## config.mk

```make
export PLATFORM = sky130hd
export DESIGN_NAME = hazard_scoreboard
export DESIGN_NICKNAME = d
export VERILOG_FILES = /design/src/rtl/hazard_scoreboard.sv
export SDC_FILE = /design/constraint.sdc
export NUM_CORES = 1
export LEC_CHECK = 0
export ABC_AREA = 0
export BUFFER_PORTS_ARGS = -buffer_cell sky130_fd_sc_hd__buf_4
export CORE_MARGIN = 2
export CORE_UTILIZATION = 40
export CTS_BUF_LIST = sky130_fd_sc_hd__clkbuf_4 sky130_fd_sc_hd__clkbuf_8
export DETAILED_ROUTE_END_ITERATION = 12
export GPL_TIMING_DRIVEN = 1
export SYNTH_ARGS = -nofsm -noshare
export SYNTH_HDL_FRONTEND = slang
export SYNTH_SLANG_ARGS = --single-unit
```

## constraint.sdc

```tcl
create_clock -name clk_i -period 2.2 [get_ports clk_i]
set_input_delay 0.22 -clock clk_i [delete_from_list [all_inputs] [get_ports clk_i]]
set_output_delay 0.22 -clock clk_i [all_outputs]
set_load 0.05 [all_outputs]
```

## src/rtl/hazard_scoreboard.sv

```systemverilog
// hazard_scoreboard: hazard control for the in-order pipeline.
// Tracks {valid, rd, regwrite, isload} for the NSTAGES stages after decode
// and derives operand forwarding selects, a load-use stall and a redirect
// flush for the decode-stage instruction. Keeps saturating stall/flush/retire
// counters.
//
// Ports:
//   clk_i, rst_ni                 clock (rising edge), async active-low reset
//   id_valid_i                    decode stage holds a real instruction
//   id_rs1_i/id_rs2_i             decode source registers
//   id_use_rs1_i/id_use_rs2_i     source register actually read
//   id_rd_i, id_regwrite_i        decode destination and write enable
//   id_isload_i                   decode instruction is a load
//   redirect_i                    instruction at RESOLVE_STAGE redirects
//   stall_o, flush_o              hold IF/ID + bubble into EX / kill younger
//   fwd_rs1_o, fwd_rs2_o          0 = register file, k = result of stage k
//   stall_cnt_o, flush_cnt_o,
//   retire_cnt_o                  saturating event counters
module hazard_scoreboard #(
  parameter int unsigned NSTAGES       = 3,
  parameter int unsigned REG_AW        = 5,
  parameter int unsigned LOAD_STAGE    = 2,
  parameter int unsigned RESOLVE_STAGE = 2,
  parameter int unsigned CNT_W         = 32,
  parameter int unsigned FW            = $clog2(NSTAGES + 1)
) (
  input  logic              clk_i,
  input  logic              rst_ni,
  input  logic              id_valid_i,
  input  logic [REG_AW-1:0] id_rs1_i,
  input  logic [REG_AW-1:0] id_rs2_i,
  input  logic              id_use_rs1_i,
  input  logic              id_use_rs2_i,
  input  logic [REG_AW-1:0] id_rd_i,
  input  logic              id_regwrite_i,
  input  logic              id_isload_i,
  input  logic              redirect_i,
  output logic              stall_o,
  output logic              flush_o,
  output logic [FW-1:0]     fwd_rs1_o,
  output logic [FW-1:0]     fwd_rs2_o,
  output logic [CNT_W-1:0]  stall_cnt_o,
  output logic [CNT_W-1:0]  flush_cnt_o,
  output logic [CNT_W-1:0]  retire_cnt_o
);

  // Per-stage record; index 1 = EX.
  logic              ent_valid [1:NSTAGES];
  logic [REG_AW-1:0] ent_rd    [1:NSTAGES];
  logic              ent_rw    [1:NSTAGES];
  logic              ent_ld    [1:NSTAGES];

  logic              hit1, hit2;
  logic              blk1, blk2;
  logic [FW-1:0]     fwd1, fwd2;
  logic              issue;

  // Youngest matching entry decides each source; x0 never matches.
  always_comb begin
    hit1 = 1'b0;
    hit2 = 1'b0;
    blk1 = 1'b0;
    blk2 = 1'b0;
    fwd1 = '0;
    fwd2 = '0;
    for (int k = 1; k <= int'(NSTAGES); k++) begin
      if (!hit1 && id_use_rs1_i && (id_rs1_i != '0) && ent_valid[k] &&
          ent_rw[k] && (ent_rd[k] == id_rs1_i)) begin
        hit1 = 1'b1;
        fwd1 = FW'(k);
        blk1 = ent_ld[k] && (k < int'(LOAD_STAGE));
      end
      if (!hit2 && id_use_rs2_i && (id_rs2_i != '0) && ent_valid[k] &&
          ent_rw[k] && (ent_rd[k] == id_rs2_i)) begin
        hit2 = 1'b1;
        fwd2 = FW'(k);
        blk2 = ent_ld[k] && (k < int'(LOAD_STAGE));
      end
    end
  end

  // Flush wins over stall.
  assign stall_o   = id_valid_i && (blk1 || blk2) && !redirect_i;
  assign flush_o   = redirect_i;
  assign fwd_rs1_o = fwd1;
  assign fwd_rs2_o = fwd2;
  assign issue     = id_valid_i && !stall_o && !flush_o;

  // Stage shift; on redirect the entries landing in 2..RESOLVE_STAGE are
  // younger than the redirecting instruction and are killed.
  always_ff @(posedge clk_i or negedge rst_ni) begin
    if (!rst_ni) begin
      for (int k = 1; k <= int'(NSTAGES); k++) begin
        ent_valid[k] <= 1'b0;
        ent_rd[k]    <= '0;
        ent_rw[k]    <= 1'b0;
        ent_ld[k]    <= 1'b0;
      end
    end else begin
      ent_valid[1] <= issue;
      ent_rd[1]    <= id_rd_i;
      ent_rw[1]    <= id_regwrite_i;
      ent_ld[1]    <= id_isload_i;
      for (int k = 2; k <= int'(NSTAGES); k++) begin
        ent_valid[k] <= ent_valid[k-1] &&
                        !(redirect_i && (k <= int'(RESOLVE_STAGE)));
        ent_rd[k]    <= ent_rd[k-1];
        ent_rw[k]    <= ent_rw[k-1];
        ent_ld[k]    <= ent_ld[k-1];
      end
    end
  end

  // Saturating event counters.
  always_ff @(posedge clk_i or negedge rst_ni) begin
    if (!rst_ni) begin
      stall_cnt_o  <= '0;
      flush_cnt_o  <= '0;
      retire_cnt_o <= '0;
    end else begin
      if (stall_o && (stall_cnt_o != '1)) begin
        stall_cnt_o <= stall_cnt_o + CNT_W'(1);
      end
      if (flush_o && (flush_cnt_o != '1)) begin
        flush_cnt_o <= flush_cnt_o + CNT_W'(1);
      end
      if (ent_valid[NSTAGES] && (retire_cnt_o != '1)) begin
        retire_cnt_o <= retire_cnt_o + CNT_W'(1);
      end
    end
  end

endmodule

```

After elaboration in Yosys (flattened, before gate mapping). Cells that the tools add are included.

Equality and inequality tests: 9. Add/subtract/negate cells: 3. Reduce and logical (&&, ||, !) cells: 45. Mux-type cells: 16.

Operator list (number): 32-bit by 1-bit adder with 32-bit output, second input constant (3); 32-bit inequality test, second input constant (3); 1-bit logical AND (36); 5-bit == test (6); 1-bit 2-to-1 mux (12); 5-bit nonzero test (2); 2-bit 2-to-1 mux (4); 1-bit zero test (6); 1-bit logical OR (1).

Word-level logic and storage cells: 86. Register bits after elaboration: 118. Output and inout bits: 102. Input port bits: 23.

Depth between registers and ports, before layout. Gate-level depths: netlist of run 1.

Depth after elaboration: 26. Gate-level depth with buffers: 8. Mapped depth without buffers: 7.

Worst setup path before layout of run 1. OpenSTA, ideal clock, no wires.

Path type: flip-flop to output port. Start point: register ent_rd[9] in the netlist's numbering. End point: output fwd_rs2_o[1]. Arrival: 2.416 ns. Required time: 1.980 ns. Slack: -0.436 ns. Stages on the path, launching flop included: 5. Path through: dfrtp_1 inv_1 a221o_1 or4_1 a211oi_1.

Longest elaborated chain between the ends: 10. Elaborated cells between the ends (all ways): 11.

RTL lines: start: declaration (RTL line 49) `logic [REG_AW-1:0] ent_rd [1:NSTAGES];`; start signal: indexed assignment (RTL line 107) `ent_rd[k] <= ent_rd[k-1];`; 5-bit == test (*) (RTL line 74) `ent_rw[k] && (ent_rd[k] == id_rs2_i)) begin`; 1-bit logical AND (*) (RTL line 74); 1-bit 2-to-1 mux (RTL line 73) `if (!hit2 && id_use_rs2_i && (id_rs2_i != '0) && ent_valid[k] &&`; 1-bit zero test (RTL line 73); 1-bit logical AND (4 in a row) (RTL line 73); 1-bit logical AND (RTL line 74); 2-bit 2-to-1 mux (*) (RTL line 73); end: declaration (RTL line 41) `output logic [FW-1:0] fwd_rs2_o,`.

Mark *: on every way between the ends. The rest lies on a longest branch, timed or not.

Worst setup path in the final report of run 1.
Start point: register ent_rd[7] in the netlist's numbering. End point: output fwd_rs2_o[1].

The elaborated chain is that of the path after synthesis.

==> results.toml, run 1 <==
[cts]
clkSlewWorstSetupHoldPaths_ps = 60
worst_skew_pair.late_latency_ps = 440
cts_root_buffer = "clkbuf_8"
tritoncts_clock_tree = "yes"
clkSinkCount = 118
cts-buffers-inserted = 17
cts_htree_levels = 4
clk_path_buf_depth = 2

[setup_path]
setup.worst_path.end_class = "output pin"
reg2reg_capture_point = "stall_cnt_o[8]$_DFFE_PN0P_"
crit_path_end = "fwd_rs2_o[1]"
r2r_slack_ps = 110
rr_startpoint = "stall_cnt_o[3]$_DFFE_PN0P_"
critPathRequiredTime_ps = 1980
cp_data_arrival_time_ps = 2150
critical_path.startpoint_type = "register"
crit_path_max_fanout = 2
r2r_cells = 7
crit_path_start = "ent_rd[7]$_DFF_PN0_"
timing_worst_setup_path_type = "reg2out"

[placement]
gp_congestion = 0.852
io_buffer_count = 124
place_worst_setup_slack_ps = -54.5
dp.final_hpwl_mm = 9.99

[logic_synthesis]
synth.ff_latch_count = 118
synth_cells = 500
mappedNetlistArea_um2 = 5470
yosysSeqAreaShare_pct = 54.0
main_combinational_cell_family_by_area_after_synthesis = "simple AND/OR/NAND/NOR gates"
synthSimpleGateAreaFrac_pct = 21.9
synth-adder-area-share_pct = 0.687
post_synth.cell_area_avg_um2 = 10.9
synth_compound_area_share_pct = 3.41
yosysWarningCount = 0
synth_mux_area_share_pct = 0
mappedNetlistNets = 526
synth_xor_xnor_area_share_pct = 18.6
synth_cell_type_count = 41

[detailed_routing]
wire_per_inst_um = 15.0
tritonroute_pass_1_iters = 4
dr_total_vias = 4577
routed_wirelength_mm = 13.6
detail_route.vias_per_cell = 5.07
final_antenna_net_count = 0
drc_errors = 0
drt_iter0_markers = 235

[sta]
fmax_mhz = 421
fin_worst_skew_ps = 12.3
timing.final.max_slew_violations = 0
setup_repair_after_global_routing_missed_its_margin = "yes"
hold_viol = 0
period_share_pct = 108
setup_viol = 4
tightest_slew_ps = 694
worst_slack_ps = -173
min_period_ps = 2370
slew-limit-headroom_pct = 53.8

[power]
fin_total_pwr_uw = 5730
power-per-cell-area_nw_per_um2 = 719
power.ir.vdd_worst_v = 0.000701
p_leak_uw = 0.00372

[global_route]
grt_max_degree = 53
gr-total-overflow = 0
first_pass_grt_wire_length_mm = 22.4
grt_antenna_before_repair = 0
groute.usage.overall_pct = 19.5
first_global_vias = 4593

[floorplan]
chipWidth_um = 121
design.die.area_um2 = 14600
coreArea_um2 = 13300
boundaryPins = 125
die-height_um = 121
std_cell_rows = 42
start_util_pct = 41.1

[final_layout]
fill_cell_total_of_the_finished_layout = 1125
layout.core_utilization_pct = 59.9
area_growth_syn_to_layout_pct = 45.8
nets = 740
register_area_um2 = 3040
post_route_cells_drive_above_1_share_pct = 44.3
multiInputGateArea_um2 = 2610
antenna_cells = 0

[status]
violations = "negative setup slack"
status = "finished, violations left"

[min_path]
min-delay-path-class = "in2reg"

[run]
drv_cap = 0
-- critical path, cell delays in order, from the launching register on --
cell and delay (ps):
dfrtp_1 380, inv_1 90, a221o_1 330, or4_4 500, a211oi_2 230, buf_6 190
-- report_power, final --
part           leakage [uW]  internal [uW]  switching, uW
combinational       0.00202            369            615
sequential          0.00147           2310            171
clock              0.000234           1420            845
-- cell usage in the layout, fill, tap and decap left out, types with 3 or more instances in the layout --
cell	synthesis	layout
clkbuf_4	0	4
xnor2_1	72	68
dfrtp_2	0	67
buf_12	0	3
buf_6	0	5
nor3_1	19	18
nand2_1	40	40
nor4_1	6	5
a31oi_1	5	5
clkbuf_8	0	18
and3_1	12	12
bufinv_16	0	5
nor2_1	33	33
nand4_1	37	37
inv_1	9	9
dfrtp_1	118	51
xor2_1	44	43
xnor2_2	0	4
buf_4	2	185
or3_1	7	4
dlygate4sd3_1	0	8
nand3_1	36	36
nor4_4	0	3
or3_4	0	3
and2_1	3	3
and4_1	12	11
clkinv_2	0	4
-- per-layer routing --
metal | wire, um | up-vias | track usage (%)
li1 | - | 2194 | -
met3 | 792 | 17 | 6.48
met2 | 6700 | 111 | 31.6
met4 | 199 | 0 | 6.98
met5 | 0 | - | 0
met1 | 5860 | 2255 | 24.2
-- metrics by stage --
step | TNS (ps) | instance area (um2) | hold slack [ps] | instances
5_1_grt | -842 | 7970 | 24.6 | 903
3_5_place_dp | -271 | 7210 | 316 | 853
3_3_place_gp | -53.9 | 7210 | 312 | 853
6_report | -449 | 7970 | 36.2 | 903
4_1_cts | -467 | 7860 | 13.5 | 897
2_1_floorplan | 0 | 5600 | -75.6 | 500
-- how the worst min path moves through the flow --
| stage | slack, ps | depth (start not counted) | from | endpoint |
|---|---|---|---|---|
| floorplan | -80 | 0 | rst_ni | ent_ld[2]$_DFF_PN0_ |
| global placement | 310 | 1 | rst_ni | retire_cnt_o[13]$_DFFE_PN0P_ |
| detailed placement | 320 | 1 | rst_ni | retire_cnt_o[12]$_DFFE_PN0P_ |
| CTS | 10 | 2 | redirect_i | ent_valid[1]$_DFF_PN0_ |
| global route | 20 | 2 | id_valid_i | ent_valid[2]$_DFF_PN0_ |
| finish | 40 | 2 | redirect_i | ent_valid[1]$_DFF_PN0_ |
-- final cells by class --
class / count / area share (%)
timing repair buffer: 203 / 20.3
inverter: 10 / 0.471
clock buffer: 22 / 3.49
sequential: 118 / 38.1
multi-input combinational: 364 / 32.7
tap: 176 / 2.76
clock inverter: 10 / 2.23
-- cell families (layout without fill, tap and decap cells) --
group | count (synthesis) | after routing
compound gates | 23 | 23
xor+xnor | 116 | 116
flops | 118 | 118
fa+ha+maj | 3 | 3
simple gates | 222 | 222
buf+inv | 18 | 245
-- what timing repair did --
item	in CTS	in global routing
cloned	0	0
pin swaps	14	9
endpoints found under the hold margin	56	0
hold buffers	8	0
buffers inserted	4	6
setup endpoints to repair	5	13
gates resized for setup	16	12
-- cells in the mapped netlist --
library cell    n  area [um2]
dfrtp_1       118        2950
xnor2_1        72         631
xor2_1         44         385
nand2_1        40         150
nand4_1        37         231
nand3_1        36         180
nor2_1         33         124
nor3_1         19        95.1
and3_1         12        75.1
and4_1         12         105
inv_1           9        33.8
or3_1           7        43.8
nor4_1          6        37.5
a31oi_1         5        31.3
or4_1           4        30.0
and2_1          3        18.8
buf_2           3        15.0
clkbuf_1        3        11.3
ha_1            3        37.5
or2_2           3        18.8
a211oi_1        2        15.0
a21oi_1         2        10.0
and3b_1         2        17.5
buf_4           2        15.0
nand2b_1        2        12.5
nor2b_1         2        12.5
nor4_2          2        25.0
o211ai_1        2        15.0
o21a_1          2        15.0
o21ai_1         2        10.0
a21o_1          1        7.51
a221o_1         1        10.0
inv_2           1        3.75
nor3b_1         1        7.51
o211a_1         1        10.0
o211ai_2        1        12.5
o21ai_0         1        5.00
o221ai_1        1        8.76
o311ai_0        1        8.76
o41ai_4         1        27.5
or4b_1          1        10.0
-- registers in the layout, summed over array words and instances, names as in the netlist --
signal and cells:
ent_valid 3, retire_cnt_o 32, ent_rd 15, ent_ld 1
stall_cnt_o 32, flush_cnt_o 32, ent_rw 3
(Power assumes the default switching activity.)
==> inputs of run 2 (changes only) <==
--- a/config.mk
+++ b/config.mk
@@ -12,6 +12,7 @@
 export CTS_BUF_LIST = sky130_fd_sc_hd__clkbuf_4 sky130_fd_sc_hd__clkbuf_8
 export DETAILED_ROUTE_END_ITERATION = 12
 export GPL_TIMING_DRIVEN = 1
+export PLACE_DENSITY = 0.61
 export SYNTH_ARGS = -nofsm -noshare
 export SYNTH_HDL_FRONTEND = slang
 export SYNTH_SLANG_ARGS = --single-unit
==> results.toml, run 2 (synthesized netlist as in run 1, its figures left out) <==
[global_route]
first_pass_grt_wire_length_mm = 22.4
groute.usage.overall_pct = 19.4
grt_antenna_before_repair = 0
gr-total-overflow = 0
grt_max_degree = 43
first_global_vias = 4549

[cts]
clkSlewWorstSetupHoldPaths_ps = 70
clkSinkCount = 118
clk_path_buf_depth = 2
cts_htree_levels = 4
tritoncts_clock_tree = "yes"
worst_skew_pair.late_latency_ps = 430
cts-buffers-inserted = 17
cts_root_buffer = "clkbuf_8"

[detailed_routing]
wire_per_inst_um = 15.0
drc_errors = 0
detail_route.wirelength.met1_mm = 5.90
wl_met2_mm = 6.78
routed_wirelength_mm = 13.6
drt_iter0_markers = 237
dr_total_vias = 4547
tritonroute_pass_1_iters = 4
final_antenna_net_count = 0
highest_layer = "met4"
wl_met3_um = 766
detail_route.vias_per_cell = 5.04

[sta]
fin_worst_skew_ps = 11.6
tightest_slew_ps = 569
hold_viol = 0
setup_viol = 4
totalNegativeSetupSlack_ps = -249
worst_slack_ps = -134
min_period_ps = 2330
period_share_pct = 106
setup_repair_after_global_routing_missed_its_margin = "yes"
fmax_mhz = 428
slew-limit-headroom_pct = 62.1
timing.final.max_slew_violations = 0

[power]
combinationalPowerShare_pct = 17.8
power-per-cell-area_nw_per_um2 = 710
netSwitchingFraction_pct = 29.0
internal_power_uw = 4030
clockPowerShare_pct = 38.6
p_leak_uw = 0.00374
power.ir.vdd_worst_v = 0.000850
power.share.sequential_pct = 43.5
power_switching_uw = 1650

[setup_path]
rr_startpoint = "retire_cnt_o[1]$_DFFE_PN0P_"
critical_path.startpoint_type = "register"
crit_path_max_fanout = 2
cp_data_arrival_time_ps = 2110
reg2reg_capture_point = "retire_cnt_o[15]$_DFFE_PN0P_"
crit_path_end = "fwd_rs1_o[0]"
setup.worst_path.end_class = "output pin"
critPathRequiredTime_ps = 1980
r2r_cells = 7
r2r_slack_ps = 100
timing_worst_setup_path_type = "reg2out"
crit_path_start = "ent_rd[9]$_DFF_PN0_"

[floorplan]
boundaryPins = 125
design.die.area_um2 = 14600
coreArea_um2 = 13300
die-height_um = 121
chipWidth_um = 121
std_cell_rows = 42
start_util_pct = 41.1

[final_layout]
layout.core_utilization_pct = 60.2
top_regs = "flush_cnt_o (32), retire_cnt_o (32), stall_cnt_o (32)"
area_growth_syn_to_layout_pct = 46.4
post_route_cells_drive_above_1_share_pct = 44.8
final_common_cell = "buf_4"
final_cell_mix = "buf_4 (182), xnor2_1 (68), dfrtp_2 (66)"
antenna_cells = 0
nets = 740
fill_cell_total_of_the_finished_layout = 1146

[placement]
gp_congestion = 0.890
dp.final_hpwl_mm = 9.89
io_buffer_count = 124

[run]
drv_cap = 0

[min_path]
min-delay-path-class = "in2reg"

[status]
violations = "negative setup slack"
status = "finished, violations left"
[run 2: worst min-delay path by stage]
stage | startpoint | to | slack, ps | cells after the start
after floorplan | rst_ni | ent_ld[2]$_DFF_PN0_ | -80 | 0
after global placement | rst_ni | retire_cnt_o[13]$_DFFE_PN0P_ | 250 | 1
after detailed placement | rst_ni | retire_cnt_o[13]$_DFFE_PN0P_ | 250 | 1
after CTS | id_valid_i | ent_valid[2]$_DFF_PN0_ | 2 | 2
after global routing | redirect_i | ent_valid[1]$_DFF_PN0_ | 30 | 2
final | id_valid_i | ent_valid[2]$_DFF_PN0_ | 50 | 2
[run 2: per-layer routing]
metal,vias to the layer above,GRT usage [%]
li1,2188,-
met1,2230,24.8
met2,118,31.4
met3,11,5.73
met4,0,6.90
met5,-,0
[run 2: worst max-delay path, cell delays in order (launching register included)]
cell     delay (ps)
dfrtp_1         390
buf_6           130
xnor2_2         130
nand4_1         130
or3_4           360
nor3b_2         160
or2_4           230
buf_8           150
[run 2: stage by stage]
| step | setup slack, ps | total power, uW | instances | hold slack, ps | cell area, um2 |
|---|---|---|---|---|---|
| 2_1_floorplan | 0.907 | 3080 | 500 | -75.6 | 5600 |
| 3_3_place_gp | -43.8 | 3470 | 850 | 248 | 7180 |
| 3_5_place_dp | -65.7 | 3490 | 850 | 254 | 7180 |
| 4_1_cts | -198 | 5740 | 899 | 2.40 | 7890 |
| 5_1_grt | -215 | 5940 | 903 | 30.2 | 8000 |
| 6_report | -134 | 5680 | 903 | 46.7 | 8000 |
[run 2: power by group through the flow]
stage | registers (uW) | clock network, uW | logic [uW]
after CTS | 2470 | 2260 | 1010
after floorplan | 2850 | 0 | 234
after global placement | 2500 | 0 | 967
after global routing | 2490 | 2360 | 1090
after detailed placement | 2510 | 0 | 975
final | 2470 | 2190 | 1010
[run 2: repair_timing]
action                                  4_1_cts  5_1_grt
hold buffers                                  8        0
endpoints found under the setup margin        6       33
hold endpoints to repair                     47        0
setup buffers                                 9        3
cloned                                        0        1
pin swaps                                    16        7
resized for setup                            21       14
[run 2: cell type report]
| cell class | instances | area [um2] | area share, % |
|---|---|---|---|
| Clock buffer | 22 | 290 | 3.63 |
| Timing Repair Buffer | 202 | 1620 | 20.2 |
| Tap cell | 176 | 220 | 2.75 |
| Inverter | 10 | 37.5 | 0.469 |
| Clock inverter | 10 | 153 | 1.91 |
| Multi-Input combinational cell | 365 | 2650 | 33.1 |
| Sequential cell | 118 | 3040 | 37.9 |
==> inputs of run 3 (changes only) <==
--- a/config.mk
+++ b/config.mk
@@ -13,6 +13,7 @@
 export DETAILED_ROUTE_END_ITERATION = 12
 export GPL_TIMING_DRIVEN = 1
 export PLACE_DENSITY = 0.61
+export REMOVE_ABC_BUFFERS = 1
 export SYNTH_ARGS = -nofsm -noshare
 export SYNTH_HDL_FRONTEND = slang
 export SYNTH_SLANG_ARGS = --single-unit
==> results.toml, run 3 (synthesized netlist as in run 1, its figures left out) <==
[status]
status = "finished, violations left"
violations = "negative setup slack"

[global_route]
first_global_vias = 4747
grt_max_degree = 119
grt_antenna_before_repair = 0
groute.usage.overall_pct = 19.9
first_pass_grt_wire_length_mm = 23.2
gr-total-overflow = 0

[final_layout]
final_cell_mix = "buf_4 (199), dfrtp_1 (118), xnor2_1 (70)"
register_area_um2 = 2950
final_common_cell = "buf_4"
final_cell_count_no_fill = 912
multiInputGateArea_um2 = 2510
summed_area_of_non_filler_cells_in_the_final_layout_um2 = 7850
top_regs = "flush_cnt_o (32), retire_cnt_o (32), stall_cnt_o (32)"
antenna_cells = 0
fill_cell_total_of_the_finished_layout = 1129
nets = 750
post_route_cells_drive_above_1_share_pct = 34.6
layout.core_utilization_pct = 59.1
area_growth_syn_to_layout_pct = 43.6

[floorplan]
chipWidth_um = 121
boundaryPins = 125
start_util_pct = 41.1
coreArea_um2 = 13300
design.die.area_um2 = 14600
std_cell_rows = 42
die-height_um = 121

[detailed_routing]
final_antenna_net_count = 0
wire_per_inst_um = 14.9
drt_iter0_markers = 265
dr_total_vias = 4550
routed_wirelength_mm = 13.6
detail_route.vias_per_cell = 4.99
drc_errors = 0
tritonroute_pass_1_iters = 4

[cts]
clkSlewWorstSetupHoldPaths_ps = 70
cts_htree_levels = 4
worst_skew_pair.late_latency_ps = 420
tritoncts_clock_tree = "yes"
clk_path_buf_depth = 2
clkSinkCount = 118
cts_root_buffer = "clkbuf_8"
cts-buffers-inserted = 17

[placement]
place_area_um2 = 7170
place_worst_setup_slack_ps = -58.0
gp_congestion = 0.891
dp.cells = 869
io_buffer_count = 124
dp.final_hpwl_mm = 10.0

[sta]
slew-limit-headroom_pct = 57.9
setup_viol = 5
fmax_mhz = 425
worst_slack_ps = -154
period_share_pct = 107
min_period_ps = 2350
setup_repair_after_global_routing_missed_its_margin = "yes"
timing.final.max_slew_violations = 0
hold_viol = 0
fin_worst_skew_ps = 14.0
tightest_slew_ps = 631

[setup_path]
r2r_slack_ps = 60
setup.worst_path.end_class = "output pin"
crit_path_start = "ent_rd[7]$_DFF_PN0_"
rr_startpoint = "stall_cnt_o[23]$_DFFE_PN0P_"
timing_worst_setup_path_type = "reg2out"
reg2reg_capture_point = "stall_cnt_o[25]$_DFFE_PN0P_"
cp_data_arrival_time_ps = 2130
crit_path_max_fanout = 3
critPathRequiredTime_ps = 1980
r2r_cells = 7
critical_path.startpoint_type = "register"

[min_path]
min-delay-path-class = "in2reg"
hold_depth = 2
worst_hold_path.endpoint = "ent_valid[1]$_DFF_PN0_"
hold_path_startpoint = "redirect_i"

[power]
fin_total_pwr_uw = 5870
power-per-cell-area_nw_per_um2 = 747
p_leak_uw = 0.00384
power.ir.vdd_worst_v = 0.000755

[run]
drv_cap = 0
## run 3: cell types whose count changed in the layout (fill, tap and decap cells not counted), sizes merged
cell      before  now
buf          194  205
bufinv         4    6
clkbuf        22   21
clkinv         5    4
clkinvlp       1    0
o211ai         4    3
## run 3: metal layers
layer  wire [um]  GRT usage, %  share of wire (%)  vias to the layer above
met5           0             0                  0                        -
met4         218          6.47                1.6                        0
met3         776          6.63                5.7                       19
met2        6660          32.5                 49                      115
met1        5980          24.9                 44                     2205
li1            -             -                  -                     2211
## run 3: where the power goes
part	internal, uW	switching (uW)	total (uW)	leakage [uW]
Sequential	2290	102	2390	0.00157
Combinational	410	678	1090	0.00202
Clock	1540	848	2380	0.000246
Total	4240	1630	5870	0.00384
## run 3: worst max-delay path by stage
stage,end
after floorplan,fwd_rs2_o[1]
after global placement,stall_cnt_o[31]$_DFFE_PN0P_
after detailed placement,stall_cnt_o[4]$_DFFE_PN0P_
after CTS,fwd_rs2_o[1]
after global routing,fwd_rs1_o[0]
final,fwd_rs1_o[0]
## run 3: repair_timing
action                                 CTS  global route
resized for setup                       19             3
hold buffers                             8             0
endpoints found under the hold margin  125             0
setup endpoints to repair               19            35
buffers inserted                         4             0
pin swaps                               10             4
## run 3: through the flow
stage,setup TNS (ps),hold slack (ps)
finish,-440,52.3
global route,-1450,23.9
CTS,-704,11.9
detailed placement,-344,331
global placement,-304,331
floorplan,-12500,-75.6
## run 3: layout make-up
type / instances / area share, %
Sequential cell: 118 / 37.6
Clock buffer: 21 / 3.52
Clock inverter: 10 / 2.55
Inverter: 10 / 0.478
Multi-Input combinational cell: 364 / 32.0
Timing Repair Buffer: 213 / 21.1
Tap cell: 176 / 2.80
## run 3: worst max-delay path: stages, from the launching register on
cell	delay [ps]
dfrtp_1	420
buf_6	140
xnor2_2	140
nand4_1	110
or3_4	360
nor3b_1	150
or2_4	240
buf_8	150
